===== src/rtl/gato_pkg.sv =====
`default_nettype none
// +----------------------------------------------------------------------+
// | gato_pkg : shared cell codes, game-state codes and winning lines     |
// | Rev 1.0                                                              |
// +----------------------------------------------------------------------+
package gato_pkg;

  localparam int CELDAS     = 9;
  localparam int NUM_LINEAS = 8;

  localparam logic [1:0] VACIA   = 2'b00;
  localparam logic [1:0] MARCA_X = 2'b01;
  localparam logic [1:0] MARCA_O = 2'b10;

  localparam logic [1:0] EN_JUEGO = 2'b00;
  localparam logic [1:0] GANA_X   = 2'b01;
  localparam logic [1:0] GANA_O   = 2'b10;
  localparam logic [1:0] EMPATE   = 2'b11;

  typedef logic [3:0]     celda_t;
  typedef celda_t [2:0]   linea_t;

  // Rows, columns, diagonals as row-major cell-index triples
  localparam linea_t [NUM_LINEAS-1:0] LINEAS_GANADORAS = '{
    '{4'd0, 4'd1, 4'd2},
    '{4'd3, 4'd4, 4'd5},
    '{4'd6, 4'd7, 4'd8},
    '{4'd0, 4'd3, 4'd6},
    '{4'd1, 4'd4, 4'd7},
    '{4'd2, 4'd5, 4'd8},
    '{4'd0, 4'd4, 4'd8},
    '{4'd2, 4'd4, 4'd6}
  };

  function automatic logic [1:0] marca_de_turno(input logic turno);
    return turno ? MARCA_O : MARCA_X;
  endfunction

endpackage
`default_nettype wire


===== src/rtl/detector_ganador.sv =====
`default_nettype none
// +----------------------------------------------------------------------+
// | detector_ganador : flags when the given mark fills any winning line  |
// | Rev 1.0                                                              |
// +----------------------------------------------------------------------+
module detector_ganador
  import gato_pkg::*;
(
  input  logic [2*CELDAS-1:0] i_tablero,
  input  logic [1:0]          i_marca,
  output logic                o_gana
);

  logic [NUM_LINEAS-1:0] w_linea;

  for (genvar l = 0; l < NUM_LINEAS; l++) begin : g_lineas
    localparam int C0 = int'(LINEAS_GANADORAS[l][0]);
    localparam int C1 = int'(LINEAS_GANADORAS[l][1]);
    localparam int C2 = int'(LINEAS_GANADORAS[l][2]);
    assign w_linea[l] = (i_tablero[2*C0 +: 2] == i_marca) &&
                        (i_tablero[2*C1 +: 2] == i_marca) &&
                        (i_tablero[2*C2 +: 2] == i_marca);
  end

  // An empty mark never counts as a line owner
  assign o_gana = (i_marca != VACIA) && (|w_linea);

endmodule
`default_nettype wire


===== src/rtl/escritor_tablero.sv =====
`default_nettype none
// +----------------------------------------------------------------------+
// | escritor_tablero : validates moves, writes the board, tracks result  |
// | Rev 1.0                                                              |
// +----------------------------------------------------------------------+
module escritor_tablero
  import gato_pkg::*;
(
  input  logic                clk,
  input  logic                rst_n,
  input  logic                nuevo_juego,
  input  logic                jugada_valida,
  input  logic [3:0]          jugada_celda,
  output logic                jugada_lista,
  output logic                jugada_error,
  output logic [2*CELDAS-1:0] tablero,
  output logic                turno,
  output logic [1:0]          estado_juego,
  output logic [3:0]          num_jugadas
);

  localparam logic [1:0] ESPERA = 2'd0;
  localparam logic [1:0] EVALUA = 2'd1;
  localparam logic [1:0] FIN    = 2'd2;

  logic [1:0]          r_estado;
  logic [1:0]          w_estado_sig;
  logic [2*CELDAS-1:0] r_tablero;
  logic                r_turno;
  logic                r_error;
  logic [1:0]          r_estado_juego;
  logic [3:0]          r_num;

  logic       w_lista;
  logic       w_acepta;
  logic       w_celda_vacia;
  logic       w_gana;
  logic       w_tablero_lleno;
  logic [1:0] w_marca;

  assign w_marca         = marca_de_turno(r_turno);
  assign w_acepta        = jugada_valida & w_lista;
  assign w_tablero_lleno = (r_num == 4'(CELDAS));

  // Indices 9..15 match no cell and therefore read as occupied
  always_comb begin
    w_celda_vacia = 1'b0;
    for (int i = 0; i < CELDAS; i++) begin
      if (jugada_celda == 4'(i)) w_celda_vacia = (r_tablero[2*i +: 2] == VACIA);
    end
  end

  detector_ganador u_detector (
    .i_tablero (r_tablero),
    .i_marca   (w_marca),
    .o_gana    (w_gana)
  );

  always_ff @(posedge clk or negedge rst_n) begin
    if (!rst_n) r_estado <= ESPERA;
    else        r_estado <= w_estado_sig;
  end

  always_comb begin
    w_estado_sig = r_estado;
    if (nuevo_juego) begin
      w_estado_sig = ESPERA;
    end else begin
      case (r_estado)
        ESPERA:  if (w_acepta && w_celda_vacia) w_estado_sig = EVALUA;
        EVALUA:  w_estado_sig = (w_gana || w_tablero_lleno) ? FIN : ESPERA;
        FIN:     w_estado_sig = FIN;
        default: w_estado_sig = ESPERA;
      endcase
    end
  end

  always_comb begin
    w_lista = (r_estado == ESPERA);
  end

  always_ff @(posedge clk or negedge rst_n) begin
    if (!rst_n) begin
      r_tablero      <= '0;
      r_turno        <= 1'b0;
      r_error        <= 1'b0;
      r_estado_juego <= EN_JUEGO;
      r_num          <= '0;
    end else if (nuevo_juego) begin
      r_tablero      <= '0;
      r_turno        <= 1'b0;
      r_error        <= 1'b0;
      r_estado_juego <= EN_JUEGO;
      r_num          <= '0;
    end else begin
      r_error <= 1'b0;
      case (r_estado)
        ESPERA: begin
          if (w_acepta) begin
            if (w_celda_vacia) begin
              for (int i = 0; i < CELDAS; i++) begin
                if (jugada_celda == 4'(i)) r_tablero[2*i +: 2] <= w_marca;
              end
              r_num <= r_num + 4'd1;
            end else begin
              r_error <= 1'b1;
            end
          end
        end
        // Turn is still the mover's here, so only that player is tested
        EVALUA: begin
          if (w_gana)               r_estado_juego <= r_turno ? GANA_O : GANA_X;
          else if (w_tablero_lleno) r_estado_juego <= EMPATE;
          else                      r_turno        <= ~r_turno;
        end
        default: ;
      endcase
    end
  end

  assign jugada_lista = w_lista;
  assign jugada_error = r_error;
  assign tablero      = r_tablero;
  assign turno        = r_turno;
  assign estado_juego = r_estado_juego;
  assign num_jugadas  = r_num;

endmodule
`default_nettype wire


===== config.mk =====
export PLATFORM = sky130hd
export DESIGN_NAME = escritor_tablero
export DESIGN_NICKNAME = d
export VERILOG_FILES = /design/src/rtl/gato_pkg.sv /design/src/rtl/detector_ganador.sv /design/src/rtl/escritor_tablero.sv
export SDC_FILE = /design/constraint.sdc
export NUM_CORES = 1
export LEC_CHECK = 0
export CAP_MARGIN = 20
export CORE_AREA = 2 2 65 55
export DETAILED_ROUTE_END_ITERATION = 6
export DIE_AREA = 0 0 67 57
export PLACE_DENSITY_LB_ADDON = 0.12
export SLEW_MARGIN = 25
export SYNTH_ARGS = -nofsm -noshare
export SYNTH_HDL_FRONTEND = slang
export SYNTH_SLANG_ARGS = --single-unit

===== constraint.sdc =====
create_clock -name clk -period 3.6 [get_ports clk]
set_input_delay 0.72 -clock clk [delete_from_list [all_inputs] [get_ports clk]]
set_output_delay 0.72 -clock clk [all_outputs]
set_load 0.02 [all_outputs]

## After elaboration in Yosys (flattened, before gate mapping)

Cells that the tools add are included.

- Logic and storage cells: 141
- Register bits: 28

- Reductions and logical operators: 58
- $add $sub $neg: 1
- Bitwise logic cells: 2
- Muxes and demuxes: 43
- Equal/unequal tests: 23

Operators with widths:

| operator | count |
|---|---|
| 18-bit 2-to-1 mux | 4 |
| 4-bit AND reduction | 9 |
| 2-bit 2-to-1 mux | 17 |
| 2-bit nonzero test | 14 |
| 2-bit zero test | 10 |
| 2-bit equality test | 9 |
| 1-bit logical AND | 18 |
| 1-bit 2-to-1 mux | 17 |
| 4-bit by 3-bit equality test with 1-bit output, second input constant | 4 |
| 4-bit 2-to-1 mux | 4 |
| 4-bit by 2-bit equality test with 1-bit output, second input constant | 2 |
| 4-bit equality test, second input constant | 2 |
| 8-bit OR reduction | 1 |
| 2-bit one-hot mux with 3 select lines | 1 |
| 3-bit AND reduction | 2 |
| 4-bit by 1-bit adder with 4-bit output, second input constant | 1 |
| 4-bit by 1-bit equality test with 1-bit output, second input constant | 1 |
| 4-bit zero test | 1 |
| 2-bit inequality test, second input constant | 2 |
| 3-bit by 2-bit inequality test with 1-bit output, second input constant | 1 |
| 3-bit nonzero test | 1 |
| 2-bit by 1-bit equality test with 1-bit output, second input constant | 1 |
| 2-bit equality test, second input constant | 1 |
| 2-bit AND reduction | 1 |
| 3 further kinds | 3 |

## Longest topological paths before layout

- Word-level depth: 14
- Mapped depth: 8
- Depth with buffers taken out: 6

## Hierarchy

A second synthesis with hierarchy kept.

- Cell total of the unflattened synthesis: 216
- Area, all modules: 1,895.6 um2

Modules (own cells, without submodules):

| module | cells each | seq. area each (um2) | times used | area each (um2) |
|---|---|---|---|---|
| escritor_tablero | 159 | 700.7 | 1 | 1,526.5 |
| detector_ganador | 57 | 0.0 | 1 | 369.1 |

## Worst setup path after synthesis

Ideal clock, no wire load.

- Kind: input-to-reg
- Start: input jugada_celda[0]
- End: register r_num[3], in the netlist num_jugadas[3]
- Data required time: 3,473 ps
- Stages: 6
- Arrival time: 2,198 ps
- Setup slack: 1,275 ps
- Setup time: 127 ps
- Cells stage by stage: or3_1 > a32o_1 > a311o_1 > nand2_2 > nand4_1 > mux2_1

- Longest elaborated chain between the ends: 12
- Elaborated cells between the ends (all ways): 20
- Those cells by class: eq/ne: 8; mux: 9; reduce/logical: 3

RTL lines:

| element | RTL line | source |
|---|---|---|
| from (decl) | escritor_tablero.sv:13 | `input logic [3:0] jugada_celda,` |
| 4-bit zero test | escritor_tablero.sv:49 | `if (jugada_celda == 4'(i)) w_celda_vacia = (r_tablero[2*i +: 2] == VACIA);` |
| 1-bit 2-to-1 mux (8 in series) | escritor_tablero.sv:49 |  |
| 1-bit 2-to-1 mux * | escritor_tablero.sv:49 |  |
| 2-bit nonzero test (no line) * | - |  |
| 3-bit AND reduction (no line) * | - |  |
| to (signal assigned) | escritor_tablero.sv:104 | `r_num <= r_num + 4'd1;` |
| to (decl) | escritor_tablero.sv:32 | `logic [3:0] r_num;` |

Mark *: on every way between the ends. The rest lies on a longest branch, timed or not.
A chain may end at the register's enable or synchronous reset.

## Worst setup path after layout

- Start: input jugada_celda[2]
- End: register r_num[3], in the netlist num_jugadas[3]

The elaborated chain is that of the path after synthesis.

==> out/qor.csv <==
metric,value,unit
seq_area_frac_synth,41.5,%
areaGrowthSynthToFinish,25.5,%
cts_tree,done,
initial_utilization,52.3,%
slew_headroom,45.6,%
hold_buffers,0,
die_area,3820,um^2
ir_drop,0.193,mV
worstMarginPinSlew,0.815,ns
cts_buffers,3,
routed_wl,4300,um
grt-ovfl-total,0,
nNetsFinal,225,
yosysWarningCount,0,
synth-compound-area-share,20.2,%
async_flop_share,100,%
power_frac_comb,13.7,%
place_hpwl,3190,um
min_to,tablero[2],
required,3.76,ns
row_count,19,
clock_path_buffers,2,
pwr_density_cell,316,nW/um^2
min_from,tablero[2],
wl_per_cell,16.8,um
final_hold_viol_count,0,
r2r_cells,6,
ys.flop_type,dfrtp_1,
p_switching,165,uW
r2r_start,turno,
critical_path.slowest_cell,clkdlybuf4s50_1,
path_class,input pin to flop,
status,"finished, final reports clean",
seq_power_share,49.4,%
detail-route-antenna-nets,0,
clockPowerShare,36.9,%
finalSetupViolCount,0,
clkLatencyLatePin,0.27,ns
syn_nets,192,
worst_setup_path_end_kind,flop,
clock_skew,0.00319,ns
die_w,67,um
timing.setup.tns,0,ns
hp-class,flop to flop,
total_leakage_power,0.838,nW
rsz0062_at_grt,false,
maxCapViolCount,0,
ys_seq_elements,28,
viasPerCell,6.03,
clkSlewWorstSetupHoldPaths,0.10,ns
arrival,3.10,ns
grt_max_degree,29,
cts_num_sinks,28,
drt_pass1_iterations,4,
grt_util_all_layers,25.3,%
drtIter0Drc,115,
synthSimpleGateAreaFrac,29.1,%
cp_cell_sequence,clkdlybuf4s50_1 -> nor2b_1 -> o21ai_1 -> a311o_1 -> nand2_2 -> nand4_1 -> mux2_1,
io_pins,35,
ys_types,51,
final_core_util,65.6,%
cts_root_buf,clkbuf_8,
whs_path_depth,1,
r2r-end,turno,
max_freq,0.340,GHz
synth_edf_count,0,
die-height,57,um
avgSynthCellArea,9.29,um^2
critical-path-max-stage-delay,0.61,ns
io_buffers,34,
synth_area,1690,um^2
synthCells,182,
reg2reg_slack,1.17,ns
drive_gt1_share,4.67,%
num_vias,1543,
antenna_found_initial,0,
maxSlewViolCount,0,
grt_pass1_wl,7360,um
cp_max_fo,11,
fin_crit_sh,81.6,%
first_global_vias,1500,
drc,0,
coreArea,3230,um^2
diodes,0,
startpoint_type,input pin,
muxShareOfSynthArea,2.52,%
p_int,506,uW
swShare,24.6,%
synthAdderAreaFrac,1.48,%
htree_num_levels,1,
synth_top_family_by_area,simple AND/OR/NAND/NOR gates,
synth_xor_area_share,1.04,%
place.gp.congestion,1.00,
finalCriticalPeriod,2.94,ns
postCtsSetupRepairBufs,0,
ctsResizeCount,0,
[cells by family (layout without fill, tap and decap cells)]
group | Yosys count | count (layout)
XOR/XNOR | 2 | 2
adder cells (fa/ha/maj) | 2 | 2
buffers and inverters | 14 | 46
AND/OR/NAND/NOR | 87 | 87
AO/OA/AOI/OAI | 45 | 45
flip-flops | 28 | 28
multiplexers | 4 | 4
[flip-flops by register name (all words and copies together) (netlist names)]
name / flops
num_jugadas: 4
jugada_error: 1
turno: 1
r_estado: 2
tablero: 18
estado_juego: 2
[metal layers]
layer / vias up / track usage, % / part of all wire (%)
met1: 756 / 38.2 / 47
met5: - / 0 / 0
met3: 2 / 4.73 / 4.5
met4: 0 / 3.21 / 0.37
met2: 46 / 39.3 / 48
li1: 739 / - / -
[Yosys cell counts (all sizes together), types with 2 or more instances]
cell     number  area [um^2]
dfrtp        28          701
nor2         28          105
nor2b        11         68.8
nand2         8         32.5
a31oi         7         43.8
a22oi         6         45.0
buf           6         40.0
inv           6         22.5
nand2b        5         31.3
nor3b         5         42.5
o21ai         5         25.0
a21oi         4         20.0
and3b         4         35.0
or3           4         25.0
a32o          3         30.0
a41oi         3         26.3
and2          3         18.8
nor3          3         15.0
nor4          3         18.8
nor4b         3         32.5
o2bb2ai       3         26.3
o32ai         3         33.8
a211oi        2         15.0
a21boi        2         15.0
a22o          2         17.5
clkbuf        2         8.75
ha            2         25.0
mux2          2         22.5
mux2i         2         20.0
nand3         2         10.0
nand3b        2         15.0
or2           2         12.5
xnor2         2         17.5
[final cells by class]
type                            instances  area, um^2
Inverter                                6        22.5
Fill cell                             284        1110
Timing Repair Buffer                   36         355
Clock inverter                          1        30.0
Multi-Input combinational cell        140         918
Clock buffer                            3        41.3
Tap cell                               42        52.6
Sequential cell                        28         701
[power by group through the flow]
stage / clock network, mW / logic [mW] / registers [mW]
after floorplan: 0 / 0.0528 / 0.338
after detailed placement: 0 / 0.0914 / 0.338
final: 0.247 / 0.0918 / 0.331
after global routing: 0.270 / 0.101 / 0.333
after CTS: 0.252 / 0.0918 / 0.331
after global placement: 0 / 0.0896 / 0.337
[stage by stage]
stage / std cells / hold slack [ns] / cell area [um^2] / setup slack [ns] / total power, mW
4_1_cts: 256 / 0.595 / 2120 / 0.690 / 0.675
2_1_floorplan: 182 / 0.424 / 1690 / 1.27 / 0.391
6_report: 256 / 0.597 / 2120 / 0.661 / 0.671
3_3_place_gp: 252 / 0.557 / 2050 / 0.498 / 0.427
3_5_place_dp: 252 / 0.575 / 2050 / 0.404 / 0.429
5_1_grt: 256 / 0.616 / 2120 / 0.568 / 0.704
[worst max-delay path, delay by kind of cell]
family	cells	cell delay (ns)
AOI/OAI and AO/OA	2	0.58
buffers and inverters	1	0.61
muxes	1	0.32
and+or+nand+nor	3	0.87
[worst max path at each step]
stage / startpoint / slack, ns / depth (start not counted) / to
final: jugada_celda[2] / 0.66 / 7 / num_jugadas[3]
after global routing: jugada_celda[1] / 0.57 / 7 / num_jugadas[3]
after CTS: jugada_celda[0] / 0.69 / 7 / num_jugadas[3]
after detailed placement: jugada_celda[0] / 0.40 / 7 / num_jugadas[3]
after global placement: jugada_celda[0] / 0.50 / 7 / num_jugadas[3]
after floorplan: jugada_celda[0] / 1.27 / 6 / num_jugadas[3]
[cell usage in the layout (no fill, tap or decap), drive strengths merged, types with 4 or more instances in the layout]
cell	n
clkdlybuf4s50	34
nor2	28
nand2b	5
a31oi	7
nand2	8
o21ai	5
a21oi	4
dfrtp	28
or3	4
inv	6
nor3b	5
nor2b	11
a22oi	6
and3b	4
Note: power is estimated with default switching activity, not from simulation.
